===== config.mk =====
export PLATFORM = sky130hd
export DESIGN_NAME = jogo_unidade_controle
export DESIGN_NICKNAME = d
export VERILOG_FILES = /design/src/rtl/jogo_unidade_controle_pkg.sv /design/src/rtl/jogo_unidade_controle_lfsr_alvo.sv /design/src/rtl/jogo_unidade_controle.sv
export SDC_FILE = /design/constraint.sdc
export NUM_CORES = 1
export LEC_CHECK = 0
export ABC_AREA = 1
export CAP_MARGIN = 30
export CELL_PAD_IN_SITES_DETAIL_PLACEMENT = 1
export CELL_PAD_IN_SITES_GLOBAL_PLACEMENT = 1
export CORE_MARGIN = 3
export CORE_UTILIZATION = 43
export DETAILED_ROUTE_END_ITERATION = 10
export DONT_BUFFER_PORTS = 1
export PLACE_DENSITY = 0.87
export SYNTH_ARGS = -nofsm -noshare
export SYNTH_HDL_FRONTEND = slang
export SYNTH_SLANG_ARGS = --single-unit

===== constraint.sdc =====
create_clock -name clock -period 1.7 [get_ports clock]
set_input_delay 0.085 -clock clock [delete_from_list [all_inputs] [get_ports clock]]
set_output_delay 0.085 -clock clock [all_outputs]
set_load 0.005 [all_outputs]

===== src/rtl/jogo_unidade_controle_pkg.sv =====
// Shared state codes, level codes and LFSR step for the game control unit.
package jogo_unidade_controle_pkg;

  typedef enum logic [2:0] {
    ST_INICIAL   = 3'd0,
    ST_PREPARA   = 3'd1,
    ST_NOVO_ALVO = 3'd2,
    ST_JOGANDO   = 3'd3,
    ST_FIM       = 3'd4
  } estado_t;

  localparam logic [1:0] NIVEL_0 = 2'd0;
  localparam logic [1:0] NIVEL_1 = 2'd1;

  // 8-bit Fibonacci LFSR, taps 8,6,5,4
  function automatic logic [7:0] lfsr_next(input logic [7:0] v);
    return {v[6:0], v[7] ^ v[5] ^ v[4] ^ v[3]};
  endfunction

endpackage


===== src/rtl/jogo_unidade_controle_lfsr_alvo.sv =====
// Free-running LFSR plus target pick that never repeats the current LED.
module jogo_unidade_controle_lfsr_alvo
  import jogo_unidade_controle_pkg::*;
#(
  parameter int unsigned NUM_LEDS  = 8,
  parameter logic [7:0]  LFSR_SEED = 8'hA5
) (
  input  logic       clock,
  input  logic       reset,
  input  logic [2:0] atual,
  output logic [2:0] novo
);

  localparam logic [3:0] NUM_LEDS_W = 4'(NUM_LEDS);
  localparam logic [2:0] ULTIMO_LED = 3'(NUM_LEDS - 1);

  logic [7:0] lfsr_q, lfsr_d;
  logic [2:0] cand;

  always_comb begin
    lfsr_d = lfsr_next(lfsr_q);
  end

  always_ff @(posedge clock) begin
    if (reset) lfsr_q <= LFSR_SEED;
    else       lfsr_q <= lfsr_d;
  end

  // Fold out-of-range codes back once, then step past the current LED on a collision
  always_comb begin
    cand = lfsr_q[2:0];
    if ({1'b0, cand} >= NUM_LEDS_W) cand = 3'({1'b0, cand} - NUM_LEDS_W);
    novo = cand;
    if (cand == atual) novo = (atual == ULTIMO_LED) ? 3'd0 : atual + 3'd1;
  end

endmodule


===== src/rtl/jogo_unidade_controle.sv =====
// Game control FSM: sequences a round, drives per-level count/clear strobes,
// target LED and game timer, and ends the game on win score or timeout.
module jogo_unidade_controle
  import jogo_unidade_controle_pkg::*;
#(
  parameter int unsigned NUM_LEDS       = 8,
  parameter int unsigned PONTOS_VITORIA = 20,
  parameter logic [15:0] TEMPO_JOGO     = 16'd60000,
  parameter logic [7:0]  LFSR_SEED      = 8'hA5
) (
  input  logic        clock,
  input  logic        reset,
  input  logic        iniciar,
  input  logic        tick,
  input  logic [1:0]  nivel_dificuldade,
  input  logic        ganhou_ponto,
  input  logic        perdeu_ponto,
  input  logic [9:0]  pontuacao,
  output logic [1:0]  nivel_ativo,
  output logic [2:0]  position_led,
  output logic        conta_nivel0,
  output logic        conta_nivel1,
  output logic        conta_nivel23,
  output logic        reset_ponto,
  output logic        reset_nivel0,
  output logic        reset_nivel1,
  output logic        reset_nivel23,
  output logic [15:0] tempo_restante,
  output logic        fim_jogo,
  output logic        venceu,
  output logic [2:0]  estado
);

  localparam logic [9:0] PONTOS_V = 10'(PONTOS_VITORIA);

  estado_t     state_q, state_d;
  logic [1:0]  nivel_q, nivel_d;
  logic [2:0]  pos_q, pos_d;
  logic [15:0] tempo_q, tempo_d;
  logic        fim_q, fim_d;
  logic        venceu_q, venceu_d;
  logic [2:0]  novo_alvo;
  logic        evento, sel_conta, sel_reset, reset_todos;

  jogo_unidade_controle_lfsr_alvo #(
    .NUM_LEDS  (NUM_LEDS),
    .LFSR_SEED (LFSR_SEED)
  ) u_lfsr_alvo (
    .clock (clock),
    .reset (reset),
    .atual (pos_q),
    .novo  (novo_alvo)
  );

  always_ff @(posedge clock) begin
    if (reset) begin
      state_q  <= ST_INICIAL;
      nivel_q  <= 2'd0;
      pos_q    <= 3'd0;
      tempo_q  <= 16'd0;
      fim_q    <= 1'b0;
      venceu_q <= 1'b0;
    end else begin
      state_q  <= state_d;
      nivel_q  <= nivel_d;
      pos_q    <= pos_d;
      tempo_q  <= tempo_d;
      fim_q    <= fim_d;
      venceu_q <= venceu_d;
    end
  end

  // A point event clears the active level counter in the same cycle, even when the game ends
  always_comb begin
    state_d     = state_q;
    nivel_d     = nivel_q;
    pos_d       = pos_q;
    tempo_d     = tempo_q;
    fim_d       = fim_q;
    venceu_d    = venceu_q;
    evento      = ganhou_ponto | perdeu_ponto;
    sel_conta   = 1'b0;
    sel_reset   = 1'b0;
    reset_todos = 1'b0;
    reset_ponto = 1'b0;

    case (state_q)
      ST_INICIAL: if (iniciar) state_d = ST_PREPARA;
      ST_PREPARA: begin
        reset_ponto = 1'b1;
        reset_todos = 1'b1;
        nivel_d     = nivel_dificuldade;
        tempo_d     = TEMPO_JOGO;
        fim_d       = 1'b0;
        venceu_d    = 1'b0;
        state_d     = ST_NOVO_ALVO;
      end
      ST_NOVO_ALVO: begin
        pos_d     = novo_alvo;
        sel_reset = 1'b1;
        state_d   = ST_JOGANDO;
      end
      ST_JOGANDO: begin
        sel_conta = tick & ~evento;
        sel_reset = evento;
        if (tick && tempo_q != 16'd0) tempo_d = tempo_q - 16'd1;
        if (pontuacao >= PONTOS_V) begin
          state_d  = ST_FIM;
          fim_d    = 1'b1;
          venceu_d = 1'b1;
        end else if (tempo_q == 16'd0) begin
          state_d  = ST_FIM;
          fim_d    = 1'b1;
          venceu_d = 1'b0;
        end else if (evento) begin
          state_d = ST_NOVO_ALVO;
        end
      end
      ST_FIM:  if (iniciar) state_d = ST_PREPARA;
      default: state_d = ST_INICIAL;
    endcase

    conta_nivel0  = sel_conta && (nivel_q == NIVEL_0);
    conta_nivel1  = sel_conta && (nivel_q == NIVEL_1);
    conta_nivel23 = sel_conta && nivel_q[1];
    reset_nivel0  = reset_todos | (sel_reset && (nivel_q == NIVEL_0));
    reset_nivel1  = reset_todos | (sel_reset && (nivel_q == NIVEL_1));
    reset_nivel23 = reset_todos | (sel_reset && nivel_q[1]);
  end

  assign nivel_ativo    = nivel_q;
  assign position_led   = pos_q;
  assign tempo_restante = tempo_q;
  assign fim_jogo       = fim_q;
  assign venceu         = venceu_q;
  assign estado         = state_q;

endmodule

==> flow_summary.json <==
{
  "cp_cell_sequence": "nor2_1, nand2_2, nor2_2, nand2_2, a21oi_4, clkbuf_16, nand2_2, a21oi_1",
  "tritoncts": "built",
  "finalCritPeriodShare_pct": 103.4,
  "critPathBufInv": 1,
  "tritoncts_num_sinks": 34,
  "worstHoldPathCells": 1,
  "r2r.worst_path.cells": 8,
  "power_density_mw_per_mm2": 1470,
  "final_report_hold_violation_count": 16,
  "synthCells": 281,
  "first_global_vias": 2055,
  "syn_to_final_growth_pct": 30.62,
  "die_y_um": 72.33,
  "grt_pass1_wl_um": 10030,
  "final.setup.worst_slack_ns": -0.05840,
  "syn_avg_cell_area_um2": 6.732,
  "synthDominantAreaCellType": "sky130_fd_sc_hd__dfxtp_1",
  "max_clock_freq_ghz": 0.5687,
  "hpwl_um": 4035,
  "yosys.cell_count.top_type": "sky130_fd_sc_hd__nand2_1",
  "route.antenna.remaining_nets": 0,
  "ctsHtreeMaxLevel": 2,
  "clk_path_buf_depth": 2,
  "post-layout-total-power_mw": 3.633,
  "drt_first_pass_iters": 4,
  "clock-root-buffer": "sky130_fd_sc_hd__clkbuf_8",
  "min_to": "estado[2]$_SDFFE_PP0P_",
  "wl_per_cell_um": 19.77,
  "yosys_warnings": 0,
  "die_w_um": 72.33,
  "synth_cell_types": 28,
  "postSynthNetCount": 303,
  "gp_routability_congestion": 0.8213,
  "irDropWorstVdd_uv": 618.5,
  "place.detailed.instances": 346,
  "drive_above_1_share_pct": 26.81,
  "regToRegSetupSlack_ns": -0.06,
  "max_cap_violations": 0,
  "start_util_pct": 45.97,
  "wl_um": 7255,
  "slowest_delay_ns": 0.34,
  "setup_viol": 6,
  "worst_path_dominant_cell_family": "simple AND/OR/NAND/NOR gates",
  "leakage_nw": 1.150,
  "globalRouteTotalUtil_pct": 24.16,
  "finalNonFillerCells": 367,
  "share_of_flip_flops_with_an_asynchronous_set_or_reset_after_synthesis_pct": 0,
  "finalClockSkew_ns": 0.007414,
  "ys_ff_latch": 34,
  "grt_max_degree": 25,
  "drt_drc_violations_left": 0,
  "dr_vias_cell": 5.668,
  "critPathSlowestCell": "sky130_fd_sc_hd__dfxtp_1",
  "hold_path_class": "in2reg",
  "clkLatencyLatePin_ns": 0.29,
  "crit_start": "tempo_restante[8]$_SDFFE_PP0P_",
  "synth_seq_area_share_pct": 35.98,
  "critPathRequiredTime_ns": 1.92,
  "clk_pin_slew_worst_paths_ns": 0.08,
  "post_synth_instance_area_mm2": 0.001892,
  "number_of_design_rule_violations_left_by_the_first_detailed_router_iteration": 128,
  "overflow": 0,
  "setup.worst_path.start_class": "flop",
  "placeableCoreArea_mm2": 0.004115,
  "initial_antenna_violation_count": 0,
  "path_class": "reg2reg",
  "n_antenna_cell": 0,
  "netlist_top_cells_count": "sky130_fd_sc_hd__nand2_1 (68), sky130_fd_sc_hd__nor2_1 (39), sky130_fd_sc_hd__dfxtp_1 (34), sky130_fd_sc_hd__inv_1 (34), sky130_fd_sc_hd__nand3_1 (21)",
  "slew-limit-headroom_pct": 78.24,
  "io_buffer_count": 0,
  "floorplan.rows": 23,
  "cts_made_buffers": 5,
  "synthDominantCellAreaShare_pct": 35.98,
  "critical_path.max_fanout": 5,
  "rr_startpoint": "tempo_restante[8]$_SDFFE_PP0P_",
  "status": "finished with violations",
  "slew_violations": 0,
  "route.vias.total": 2080,
  "fin_nets": 338,
  "timing_worst_slew_pin_value_ns": 0.3230,
  "number_of_enable_flip_flop_cells_after_synthesis": 0,
  "crit-reg2reg-capture": "tempo_restante[6]$_SDFFE_PP0P_",
  "cts_hold_repair.buffers": 8,
  "hold_start": "reset",
  "cp_common_cell": "sky130_fd_sc_hd__nand2_2",
  "io-pin-count": 51,
  "floorplan.die_area_mm2": 0.005232,
  "critical_path_arrival_ns": 1.97,
  "final_period_minus_worst_setup_slack_ns": 1.758,
  "violated_checks": "negative hold slack, negative setup slack",
  "hold_ws_ns": -0.1446,
  "rsz0062_at_grt": "yes",
  "yosys_most_used_dff": "sky130_fd_sc_hd__dfxtp_1",
  "top_post_synthesis_cells_by_area": "sky130_fd_sc_hd__dfxtp_1 (36%), sky130_fd_sc_hd__nand2_1 (13%), sky130_fd_sc_hd__nor2_1 (7.7%)",
  "setup.worst_path.end_class": "flop"
}
==> metrics by stage <==
step	worst slack [ns]	hold slack (ns)	instance area [µm²]	utilization, %	TNS (ns)
3_5_place_dp	-0.07952	0.1532	2088	50.74	-0.1222
3_3_place_gp	0.07390	0.1522	2088	50.74	0
2_1_floorplan	0.1795	0.1888	1892	-	0
5_1_grt	-0.1531	-0.1664	2471	60.05	-0.7978
6_report	-0.05840	-0.1446	2471	60.05	-0.1951
4_1_cts	0.009466	-0.1516	2325	56.49	0
==> flip-flops by register name, indices dropped and copies added, names as in the netlist <==
name / flops
nivel_ativo: 2
u_lfsr_alvo.lfsr_q: 8
estado: 3
venceu: 1
position_led: 3
fim_jogo: 1
tempo_restante: 16
==> cell families after synthesis <==
| kind of cell | after synthesis | share of synthesized area (%) |
|---|---|---|
| buf+inv | 41 | 9.061 |
| xor+xnor | 6 | 2.778 |
| compound gates | 44 | 14.22 |
| fa+ha+maj | 4 | 2.646 |
| flops | 34 | 35.98 |
| simple gates | 152 | 35.32 |
==> repair_timing <==
item,in CTS,in global routing
pin swaps,1,18
resized for setup,3,32
endpoints found under the setup margin,17,19
hold endpoints to repair,23,15
setup buffers,0,3
cloned,1,1
==> layer usage <==
metal  vias up  share of wire [%]  track usage, %
met3        14                6.2           5.402
met4         0                1.9           7.098
li1        959                  -               -
met1      1027                 41           29.39
met5         -                  0               0
met2        80                 51           42.26
==> how the worst max path moves through the flow <==
stage,cells after the start,to,slack (ns)
global route,9,tempo_restante[8]$_SDFFE_PP0P_,-0.15
CTS,5,reset_nivel1,0.009
finish,8,tempo_restante[6]$_SDFFE_PP0P_,-0.06
global placement,11,tempo_restante[7]$_SDFFE_PP0P_,0.07
floorplan,12,tempo_restante[10]$_SDFFE_PP0P_,0.18
detailed placement,11,tempo_restante[3]$_SDFFE_PP0P_,-0.08
==> worst register-to-register path: stages, from the launching register on <==
cell                        delay, ns
sky130_fd_sc_hd__dfxtp_1         0.34
sky130_fd_sc_hd__nor2_1          0.27
sky130_fd_sc_hd__nand2_2         0.14
sky130_fd_sc_hd__nor2_2          0.14
sky130_fd_sc_hd__nand2_2         0.14
sky130_fd_sc_hd__a21oi_4         0.26
sky130_fd_sc_hd__clkbuf_16       0.20
sky130_fd_sc_hd__nand2_2         0.05
sky130_fd_sc_hd__a21oi_1         0.14
==> where the power goes <==
part           total [mW]  internal, mW  leakage (nW)  switching [mW]
combinational        1.67         0.611         0.800            1.06
clock               0.920         0.588        0.0683           0.332
sequential           1.04         0.915         0.282           0.128
==> placed cells by master, fill, tap and decap left out, drive strengths merged <==
cell | Yosys | final
ha | 4 | 4
o21bai | 2 | 2
buf | 6 | 25
dfxtp | 34 | 34
or2 | 6 | 6
nand3 | 22 | 22
nor3 | 3 | 3
nand3b | 5 | 5
o31ai | 2 | 2
a21o | 2 | 2
xor2 | 2 | 2
clkinv | 0 | 1
clkbuf | 1 | 6
a31oi | 1 | 1
xnor2 | 4 | 4
bufinv | 0 | 2
inv | 34 | 34
o21a | 1 | 1
nor2 | 44 | 44
a21oi | 25 | 25
dlygate4sd3 | 0 | 8
nand2 | 72 | 73
o21ai | 11 | 11
==> cell type report <==
type | instances | area [µm²]
clock inverter | 3 | 68.82
multi-input combinational | 207 | 1151
inverter | 34 | 127.6
fill | 535 | 1644
timing repair buffer | 34 | 305.3
tap | 50 | 62.56
sequential | 34 | 686.9
clock buffer | 5 | 68.82
Power figures use the tool's default switching activity.
